`src/rtl/fetch_unit.sv`:
```
// fetch_unit: instruction fetch front end with a single in-flight memory
// request and a DEPTH-entry {instr, pc} buffer feeding decode.
// Optional feature macro: FETCH_BYPASS_EN -- when defined, a response arriving
// with the buffer empty is presented to decode in the same cycle.
module fetch_unit #(
    parameter logic [31:0] RESET_PC = 32'h0000_0000,
    parameter int          DEPTH    = 2
) (
    input  logic        clk,
    input  logic        reset,
    output logic        imem_req,
    output logic [31:0] imem_addr,
    input  logic        imem_gnt,
    input  logic        imem_rvalid,
    input  logic [31:0] imem_rdata,
    input  logic        redirect,
    input  logic [31:0] redirect_pc,
    output logic        dec_valid,
    input  logic        dec_ready,
    output logic [31:0] dec_instr,
    output logic [31:0] dec_pc,
    output logic [31:0] dec_pcplus4
);
    localparam int AW = (DEPTH > 1) ? $clog2(DEPTH) : 1;
    localparam int CW = $clog2(DEPTH + 1);

    logic [31:0]   fetch_pc_q, fetch_pc_d;
    logic [31:0]   req_pc_q, req_pc_d;
    logic          outstanding_q, outstanding_d;
    logic          discard_q, discard_d;
    logic [CW-1:0] count_q, count_d;
    logic [AW-1:0] rd_ptr_q, rd_ptr_d;
    logic [AW-1:0] wr_ptr_q, wr_ptr_d;
    logic [31:0]   instr_mem_q [DEPTH];
    logic [31:0]   pc_mem_q    [DEPTH];

    logic [CW:0]   occupancy;
    logic          grant, resp, accept, bypass, push, pop;

    // Request gating, response acceptance and decode-side view of the buffer
    always_comb begin
        // Buffered words plus the one in flight must leave room for the reply
        occupancy = {1'b0, count_q} + {{CW{1'b0}}, outstanding_q};
        imem_req  = !reset && !redirect && (!outstanding_q || imem_rvalid) &&
                    (occupancy < (CW+1)'(DEPTH));
        imem_addr = fetch_pc_q;
        grant     = imem_req && imem_gnt;
        resp      = outstanding_q && imem_rvalid;
        accept    = resp && !discard_q && !redirect && !reset;
`ifdef FETCH_BYPASS_EN
        bypass    = accept && (count_q == '0);
`else
        bypass    = 1'b0;
`endif
        dec_valid   = !reset && !redirect && ((count_q != '0) || bypass);
        dec_instr   = bypass ? imem_rdata : instr_mem_q[rd_ptr_q];
        dec_pc      = bypass ? req_pc_q   : pc_mem_q[rd_ptr_q];
        dec_pcplus4 = dec_pc + 32'd4;
        // A bypassed word is consumed directly and never touches the buffer
        pop  = dec_valid && dec_ready && !bypass;
        push = accept && !(bypass && dec_ready);
    end

    // Next-state for fetch pc, in-flight tracking and buffer pointers
    always_comb begin
        fetch_pc_d    = fetch_pc_q;
        req_pc_d      = req_pc_q;
        outstanding_d = outstanding_q;
        discard_d     = discard_q;
        count_d       = count_q;
        rd_ptr_d      = rd_ptr_q;
        wr_ptr_d      = wr_ptr_q;
        if (resp) begin
            outstanding_d = 1'b0;
            discard_d     = 1'b0;
        end
        if (redirect) begin
            fetch_pc_d = redirect_pc & 32'hFFFF_FFFC;
            count_d    = '0;
            rd_ptr_d   = '0;
            wr_ptr_d   = '0;
            // The reply still in flight belongs to the old path
            if (outstanding_q && !imem_rvalid) discard_d = 1'b1;
        end else begin
            if (grant) begin
                outstanding_d = 1'b1;
                req_pc_d      = fetch_pc_q;
                fetch_pc_d    = fetch_pc_q + 32'd4;
            end
            if (push) wr_ptr_d = wr_ptr_q + AW'(1);
            if (pop)  rd_ptr_d = rd_ptr_q + AW'(1);
            case ({push, pop})
                2'b10:   count_d = count_q + CW'(1);
                2'b01:   count_d = count_q - CW'(1);
                default: count_d = count_q;
            endcase
        end
    end

    // State registers; reset overrides every other event
    always_ff @(posedge clk) begin
        if (reset) begin
            fetch_pc_q    <= RESET_PC & 32'hFFFF_FFFC;
            req_pc_q      <= RESET_PC & 32'hFFFF_FFFC;
            outstanding_q <= 1'b0;
            discard_q     <= 1'b0;
            count_q       <= '0;
            rd_ptr_q      <= '0;
            wr_ptr_q      <= '0;
        end else begin
            fetch_pc_q    <= fetch_pc_d;
            req_pc_q      <= req_pc_d;
            outstanding_q <= outstanding_d;
            discard_q     <= discard_d;
            count_q       <= count_d;
            rd_ptr_q      <= rd_ptr_d;
            wr_ptr_q      <= wr_ptr_d;
        end
    end

    // Buffer storage; contents are qualified by count so no reset is needed
    always_ff @(posedge clk) begin
        if (push) begin
            instr_mem_q[wr_ptr_q] <= imem_rdata;
            pc_mem_q[wr_ptr_q]    <= req_pc_q;
        end
    end
endmodule

```
`config.mk`:
```
export PLATFORM = sky130hd
export DESIGN_NAME = fetch_unit
export DESIGN_NICKNAME = d
export VERILOG_FILES = /design/src/rtl/fetch_unit.sv
export SDC_FILE = /design/constraint.sdc
export NUM_CORES = 1
export LEC_CHECK = 0
export CORE_MARGIN = 2
export CORE_UTILIZATION = 50
export DETAILED_ROUTE_END_ITERATION = 8
export PLACE_DENSITY = 0.9
export SETUP_SLACK_MARGIN = 0.1
export SYNTH_ARGS = -nofsm -noshare
export SYNTH_HDL_FRONTEND = slang
export SYNTH_SLANG_ARGS = --single-unit
```
`constraint.sdc`:
```
create_clock -name clk -period 6.6 [get_ports clk]
set_clock_uncertainty 0.05 [all_clocks]
set_input_delay 1.32 -clock clk [delete_from_list [all_inputs] [get_ports clk]]
set_output_delay 1.32 -clock clk [all_outputs]
set_load 0.1 [all_outputs]
```
==> results of run 1 <==
cell type report:
cell class	count	area [µm²]
sequential	191	5070
multi-input combinational	479	3170
inverter	15	56.3
timing repair buffer	197	1950
fill	1205	5430
clock inverter	12	96.3
clock buffer	20	479
tap	220	275
placed cells by master, fill, tap and decap left out, types with 16 or more instances in the layout:
cell type	count
a21oi_1	50
clkbuf_16	19
clkdlybuf4s50_1	189
dfxtp_1	66
edfxtp_1	124
mux2_2	50
nand2_1	123
nand3_1	21
nor2_1	31
xnor2_1	16
xor2_1	17
routing by layer:
metal,vias up,part of all wire,global-route usage
met5,-,0,0
met4,0,0.017,0.0745
met3,25,0.059,0.0423
met2,253,0.50,0.361
met1,2903,0.43,0.273
li1,2980,-,-
state kept, by name, summed over array words and instances, names as in the netlist, named ones only:
| signal | cells |
|---|---|
| wr_ptr_q | 1 |
| imem_addr | 30 |
| outstanding_q | 1 |
| req_pc_q | 30 |
| instr_mem_q | 64 |
| count_q | 2 |
| discard_q | 1 |
| pc_mem_q | 60 |
| rd_ptr_q | 1 |
critical path, stage by stage (launching register included):
cell and delay (ps):
dfxtp_4 680, buf_4 540, nand2_1 130, o22ai_1 350
nand4_4 250, nor3_1 400, xnor2_2 160, clkdlybuf4s50_1 1160
report_power, final:
group,switching (mW),total [mW],internal (mW)
Clock,0.429,0.976,0.547
Combinational,0.160,0.236,0.0751
Sequential,0.0235,1.30,1.28
Total,0.613,2.52,1.90
worst max path at each step:
stage,cells past startpoint,slack (ps),to,start
final,7,1130,dec_pcplus4[26],register
after floorplan,12,190,dec_pcplus4[28],register
after detailed placement,7,1500,dec_pcplus4[26],register
after global routing,7,830,dec_pcplus4[28],register
after CTS,7,1050,dec_pcplus4[26],register
after global placement,4,1610,imem_req,redirect
cells by family after synthesis:
kind of cell    after synthesis  synth area share
simple gates                256             0.158
flops                       191             0.601
compound gates              119            0.0896
mux                          59            0.0776
buf+inv                      57            0.0313
xor+xnor                     36            0.0374
fa+ha+maj                     3           0.00445
other cells                   1          0.000445
==> impl_metrics.json, run 1 <==
{
  "outcome": "completed",
  "yosys-top-cells-area": "edfxtp_1 (44%), dfxtp_1 (16%), mux2_2 (6.7%)",
  "ctsResizeCount": 0,
  "grt_pass1_wl_mm": 30.0,
  "grt_max_degree": 64,
  "p_leak_nw": 3.84,
  "end_kind": "primary output",
  "fin_ws_ps": 1130,
  "numPortBuffers": 191,
  "rsz0062_at_grt": "no",
  "place_area_um2": 10500,
  "worstHoldEndpoint": "pc_mem_q[1][20]",
  "postSynth.asyncResetShare": 0,
  "start_util": 0.510,
  "arrival_ps": 4100,
  "path_class": "reg -> out",
  "synth_edf_count": 124,
  "timing.slew.headroom": 0.323,
  "avgRoutedWirePerCell_um": 16.8,
  "io_pins": 200,
  "routed_wl_mm": 19.0,
  "gr-total-overflow": 0,
  "ys_ff_latch": 191,
  "final_core_util": 0.671,
  "clk_path_buf_depth": 2,
  "clk_pin_slew_ps": 60,
  "r2r_cells": 4,
  "diodes": 0,
  "power.density_nw_per_um2": 227,
  "hold_depth": 0,
  "holdWs_ps": 406,
  "fin_cells": 1134,
  "track_usage": 0.213,
  "netlist_top_cells_count": "edfxtp_1 (124), nand2_1 (123), dfxtp_1 (67)",
  "synth_flop_cell": "edfxtp_1",
  "via_per_inst": 5.43,
  "htree_levels": 4,
  "tightest_slew_ps": 1010,
  "regToRegEndpoint": "instr_mem_q[1][11]",
  "place_ws_ps": 1500,
  "place_inst": 1102,
  "vias": 6161,
  "final-hold-violation-count": 0,
  "hold_path_class": "reg -> reg",
  "cp_max_fo": 44,
  "dieArea_um2": 17900,
  "fin_area_um2": 11100,
  "min-delay-start": "req_pc_q[20]",
  "syn_area_um2": 8430,
  "area_growth_pct": 31.6,
  "first_pass_iters": 5,
  "fmax_mhz": 183,
  "route.antenna.remaining_nets": 0,
  "maxCapViolCount": 0,
  "synth.largest_area_cell": "edfxtp_1",
  "startpoint_type": "register",
  "setup_viol": 0,
  "slew_violations": 0,
  "drtIter0Drc": 342,
  "hold_buffers": 0,
  "nets": 974,
  "tns_ps": 0,
  "finalCriticalPeriod_ps": 5470,
  "yosys.cell_count.top_type": "edfxtp_1",
  "ir_drop_mv": 0.174,
  "antenna_found_initial": 0,
  "postCtsSetupRepairBufs": 0,
  "gp_congestion": 0.833,
  "grt_pass1_vias": 5933,
  "core_um2": 16500,
  "synth.yosys.warnings": 0,
  "finalCritPeriodShare": 0.829,
  "synth.avg_cell_area_um2": 11.7,
  "die_h_um": 134,
  "drc": 0,
  "p_total_mw": 2.52,
  "synth_top_area_frac": 0.442,
  "dp_hpwl_mm": 13.3,
  "worstSkewPairLatency_ps": 420,
  "r2r_setup_slack_ps": 4060,
  "synthDistinctLibCells": 59,
  "layout-drive-gt1-share": 0.127,
  "r2r-start": "outstanding_q",
  "placementRows": 47,
  "cts_tree": "done",
  "cp.required_ps": 5230,
  "cts.sinks": 191,
  "die_w_um": 134,
  "cts_buffers": 17,
  "ys_seq_area_frac": 0.601,
  "clockRootBuffer": "clkbuf_16",
  "synthCells": 722
}
(Power assumes the default switching activity.)
==> inputs of run 2 (changes only) <==
==> constraint.sdc (replaced) <==
create_clock -name clk -period 5.6 [get_ports clk]
set_clock_uncertainty 0.05 [all_clocks]
set_input_delay 1.12 -clock clk [delete_from_list [all_inputs] [get_ports clk]]
set_output_delay 1.12 -clock clk [all_outputs]
set_load 0.1 [all_outputs]
==> run 2 against run 1 <==
Sequential power up 18%. Sequential cell count unchanged. Register-to-register slack worse by 1000 ps. Global-route usage about the same. Sequential share of layout area down 0.46 points. Critical path depth unchanged.
==> impl_metrics.json, run 2 (synthesized netlist as in run 1, its figures left out) <==
{
  "outcome": "completed",
  "cts.sinks": 191,
  "io_pins": 200,
  "clk_path_buf_depth": 2,
  "core_um2": 16500,
  "grt.met2_usage": 0.353,
  "hold_path_class": "reg -> reg",
  "antenna_found_initial": 0,
  "top_regs": "instr_mem_q (64), pc_mem_q (60)",
  "nets": 975,
  "fin_area_um2": 11200,
  "timing.slew.headroom": 0.316,
  "finalCritPeriodShare": 0.860,
  "fillers": 1181,
  "path_class": "reg -> out",
  "numPortBuffers": 191,
  "busiest_layer": "met2",
  "hold_buffers": 0,
  "fin_cells": 1135,
  "track_usage": 0.212,
  "drtIter0Drc": 365,
  "finalCriticalPeriod_ps": 4820,
  "cts_tree": "done",
  "tightest_slew_ps": 1020,
  "startpoint_type": "register",
  "final_cell_mix": "clkdlybuf4s50_1 (164), edfxtp_1 (124), nand2_1 (123)",
  "place_inst": 1103,
  "vias": 6197,
  "r2r_setup_slack_ps": 3060,
  "final-hold-violation-count": 0,
  "drc": 0,
  "htree_levels": 4,
  "gr-total-overflow": 0,
  "grt_pass1_wl_mm": 29.9,
  "cp.required_ps": 4430,
  "grt_max_degree": 63,
  "power.density_nw_per_um2": 264,
  "first_pass_iters": 5,
  "dieArea_um2": 17900,
  "dp_hpwl_mm": 13.5,
  "grt_use_met3": 0.0454,
  "largest_reg_flops": 64,
  "rsz0062_at_grt": "no",
  "ir_drop_mv": 0.212,
  "die_w_um": 134,
  "postCtsSetupRepairBufs": 0,
  "grt_pass1_vias": 5997,
  "setup_viol": 0,
  "p_total_mw": 2.96,
  "cp_max_fo": 53,
  "arrival_ps": 3650,
  "routed_wl_mm": 18.9,
  "placementRows": 47,
  "clockRootBuffer": "clkbuf_16",
  "met1_usage": 0.275,
  "place_area_um2": 10600,
  "area_growth_pct": 32.9,
  "layout-drive-gt1-share": 0.168,
  "start_util": 0.510,
  "slew_violations": 0,
  "via_per_inst": 5.46,
  "worstSkewPairLatency_ps": 430,
  "fmax_mhz": 208,
  "die_h_um": 134,
  "final_common_cell": "clkdlybuf4s50_1",
  "clk_pin_slew_ps": 70,
  "route.antenna.remaining_nets": 0,
  "top_register": "instr_mem_q",
  "avgRoutedWirePerCell_um": 16.6,
  "end_kind": "primary output",
  "maxCapViolCount": 0,
  "gp_congestion": 0.841,
  "ctsResizeCount": 0,
  "p_leak_nw": 3.95,
  "cts_buffers": 17,
  "diodes": 0
}
[run 2: changes by cell type in the layout (fill, tap and decap cells not counted), sizes merged]
cell | previous run | this run
buf | 8 | 34
clkdlybuf4s50 | 189 | 164
inv | 18 | 24
clkinv | 7 | 3
bufinv | 1 | 0
clkinvlp | 1 | 0
[run 2: final cells by class]
type / instances / area (µm²) / share of cell area
Sequential cell: 191 / 5070 / 0.452
Multi-Input combinational cell: 479 / 3340 / 0.298
Timing Repair Buffer: 198 / 1890 / 0.169
Clock buffer: 20 / 478 / 0.0426
Tap cell: 220 / 275 / 0.0246
Clock inverter: 12 / 92.6 / 0.00826
Inverter: 15 / 56.3 / 0.00502
[run 2: routing by layer]
layer | vias to the layer above | routed length (µm)
met5 | - | 0
met4 | 0 | 395
met3 | 29 | 1340
met2 | 242 | 9140
met1 | 2927 | 8000
li1 | 2999 | -
[run 2: critical path: stages (launching register included)]
cell	delay, ps
dfxtp_4	760
buf_4	490
nand4_1	250
a211oi_4	420
nand4_4	250
nor3_1	520
xor2_4	180
buf_4	300
[run 2: final timing paths]
check          startpoint         endpoint  depth (start not counted)
max              register  dec_pcplus4[30]                          7
max reg2reg    count_q[1]    imem_addr[13]                          6
min          req_pc_q[15]  pc_mem_q[1][15]                          0
min reg2reg  req_pc_q[15]  pc_mem_q[1][15]                          0
[run 2: power by group]
group	total, mW	internal [mW]	leakage, nW	switching, mW
registers	1.54	1.51	1.73	0.0280
logic	0.277	0.0885	1.93	0.189
clock network	1.14	0.628	0.289	0.516
[run 2: through the flow]
step           setup TNS, ps  setup WS (ps)   util  hold slack (ps)
2_1_floorplan           -180           -180      -              375
3_3_place_gp               0           1280  0.644              382
3_5_place_dp               0           1210  0.644              391
4_1_cts                    0            710  0.678              407
5_1_grt                    0            557  0.678              422
6_report                   0            782  0.678              402
==> inputs of run 3 (changes only) <==
--- a/config.mk
+++ b/config.mk
@@ -5,9 +5,11 @@
 export SDC_FILE = /design/constraint.sdc
 export NUM_CORES = 1
 export LEC_CHECK = 0
+export ABC_AREA = 0
 export CORE_MARGIN = 2
 export CORE_UTILIZATION = 50
 export DETAILED_ROUTE_END_ITERATION = 8
+export GPL_TIMING_DRIVEN = 0
 export PLACE_DENSITY = 0.9
 export SETUP_SLACK_MARGIN = 0.1
 export SYNTH_ARGS = -nofsm -noshare
==> run 3 against run 2 <==
Register-to-register slack barely moved. Die area unchanged. Cell area rose by 2.2%. Setup slack worse by 400 ps. Utilization increased by 1.5 points. Critical path type unchanged.
==> impl_metrics.json, run 3 (synthesized netlist as in run 1, its figures left out) <==
{
  "outcome": "completed",
  "grt_max_degree": 63,
  "slew_violations": 0,
  "die_h_um": 134,
  "top_regs": "instr_mem_q (64), pc_mem_q (60)",
  "drtIter0Drc": 498,
  "first_pass_iters": 5,
  "power_frac_comb": 0.096,
  "finalCriticalPeriod_ps": 5220,
  "rsz0062_at_grt": "no",
  "end_kind": "primary output",
  "largest_reg_flops": 64,
  "regArea_um2": 5060,
  "track_usage": 0.231,
  "fillers": 1192,
  "diodes": 0,
  "tightest_slew_ps": 1030,
  "drc": 0,
  "hold_path_class": "reg -> reg",
  "worstSkewPairLatency_ps": 430,
  "gr-total-overflow": 0,
  "seq_power_share": 0.507,
  "final_common_cell": "clkdlybuf4s50_1",
  "sw_frac_of_total": 0.244,
  "top_register": "instr_mem_q",
  "final_cell_mix": "clkdlybuf4s50_1 (178), edfxtp_1 (124), nand2_1 (123)",
  "gp_congestion": 0.905,
  "timing.slew.headroom": 0.313,
  "clk_pin_slew_ps": 60,
  "routed_wl_mm": 20.6,
  "htree_levels": 4,
  "ir_drop_mv": 0.236,
  "grt_pass1_vias": 6416,
  "intPower_mw": 2.29,
  "place_inst": 1138,
  "power_frac_clock": 0.397,
  "setup_viol": 0,
  "cp.required_ps": 4430,
  "grt_pass1_wl_mm": 32.3,
  "via_per_inst": 5.48,
  "clockRootBuffer": "clkbuf_16",
  "cp_max_fo": 19,
  "p_leak_nw": 4.06,
  "numPortBuffers": 190,
  "arrival_ps": 4050,
  "fin_cells": 1169,
  "clk_path_buf_depth": 2,
  "layout-drive-gt1-share": 0.159,
  "maxCapViolCount": 0,
  "cts.sinks": 191,
  "start_util": 0.510,
  "finalCritPeriodShare": 0.932,
  "io_pins": 200,
  "die_w_um": 134,
  "route.antenna.remaining_nets": 0,
  "fin_area_um2": 11400,
  "power.density_nw_per_um2": 265,
  "startpoint_type": "register",
  "core_um2": 16500,
  "placementRows": 47,
  "p_switching_uw": 741,
  "fmax_mhz": 192,
  "path_class": "reg -> out",
  "area_growth_pct": 35.8,
  "nets": 1009,
  "hold_buffers": 0,
  "postCtsSetupRepairBufs": 0,
  "place_area_um2": 10900,
  "avgRoutedWirePerCell_um": 17.6,
  "cts_buffers": 17,
  "final-hold-violation-count": 0,
  "dieArea_um2": 17900,
  "dp_hpwl_mm": 14.9,
  "vias": 6404,
  "multi_input_area_um2": 3360,
  "cts_tree": "done",
  "antenna_found_initial": 0
}
run 3: final timing paths:
path	from	to	slack [ps]	cells past startpoint
worst max-delay path	register	dec_pcplus4[26]	380	12
worst min-delay path	req_pc_q[15]	pc_mem_q[1][15]	410	0
worst max register to register	outstanding_q	instr_mem_q[0][29]	3050	6
worst min register to register	req_pc_q[15]	pc_mem_q[1][15]	410	0
run 3: area by class of cell:
| cell class | count | share of cell area |
|---|---|---|
| inverters | 15 | 0.00492 |
| multi-input cells | 479 | 0.294 |
| plain buffers | 41 | 0.0178 |
| clock buffers | 23 | 0.0437 |
| well taps | 220 | 0.0240 |
| clock inverters | 9 | 0.00831 |
| repair buffers | 191 | 0.165 |
| flip-flops and latches | 191 | 0.442 |
run 3: power by group through the flow:
| stage | clock, mW | sequential (mW) | combinational, mW |
|---|---|---|---|
| detailed placement | 0 | 1.57 | 0.288 |
| finish | 1.20 | 1.54 | 0.290 |
| global route | 1.28 | 1.54 | 0.303 |
| CTS | 1.21 | 1.54 | 0.289 |
| floorplan | 0 | 1.65 | 0.0974 |
| global placement | 0 | 1.57 | 0.284 |
run 3: repair_timing:
action,in CTS,in global routing
resized for setup,26,23
pin swaps,0,0
setup endpoints to repair,13,10
run 3: metrics by stage:
step | power (mW) | worst slack, ps | hold WS [ps] | TNS [ps] | utilization
final | 3.03 | 379 | 405 | 0 | 0.693
after global routing | 3.12 | 101 | 422 | 0 | 0.693
after CTS | 3.04 | 112 | 409 | 0 | 0.694
after detailed placement | 1.86 | -418 | 393 | -2380 | 0.657
after global placement | 1.85 | -1600 | 382 | -100580 | 0.656
after floorplan | 1.75 | -180 | 375 | -180 | -
run 3: critical path, cell delays in order (launching register included):
cell and delay [ps]:
dfxtp_1 440, buf_4 230, buf_2 420, buf_2 370, mux2i_4 110, inv_1 90
ha_1 270, nand2_1 80, o22ai_1 300, nand2_1 310, nor3_2 400, xnor2_4 140
buf_2 440
run 3: per-layer routing:
layer | share of wire | GRT usage | vias to the layer above
met3 | 0.080 | 0.0556 | 40
li1 | - | - | 3052
met2 | 0.49 | 0.387 | 318
met5 | 0 | 0 | -
met1 | 0.41 | 0.293 | 2994
met4 | 0.021 | 0.0851 | 0
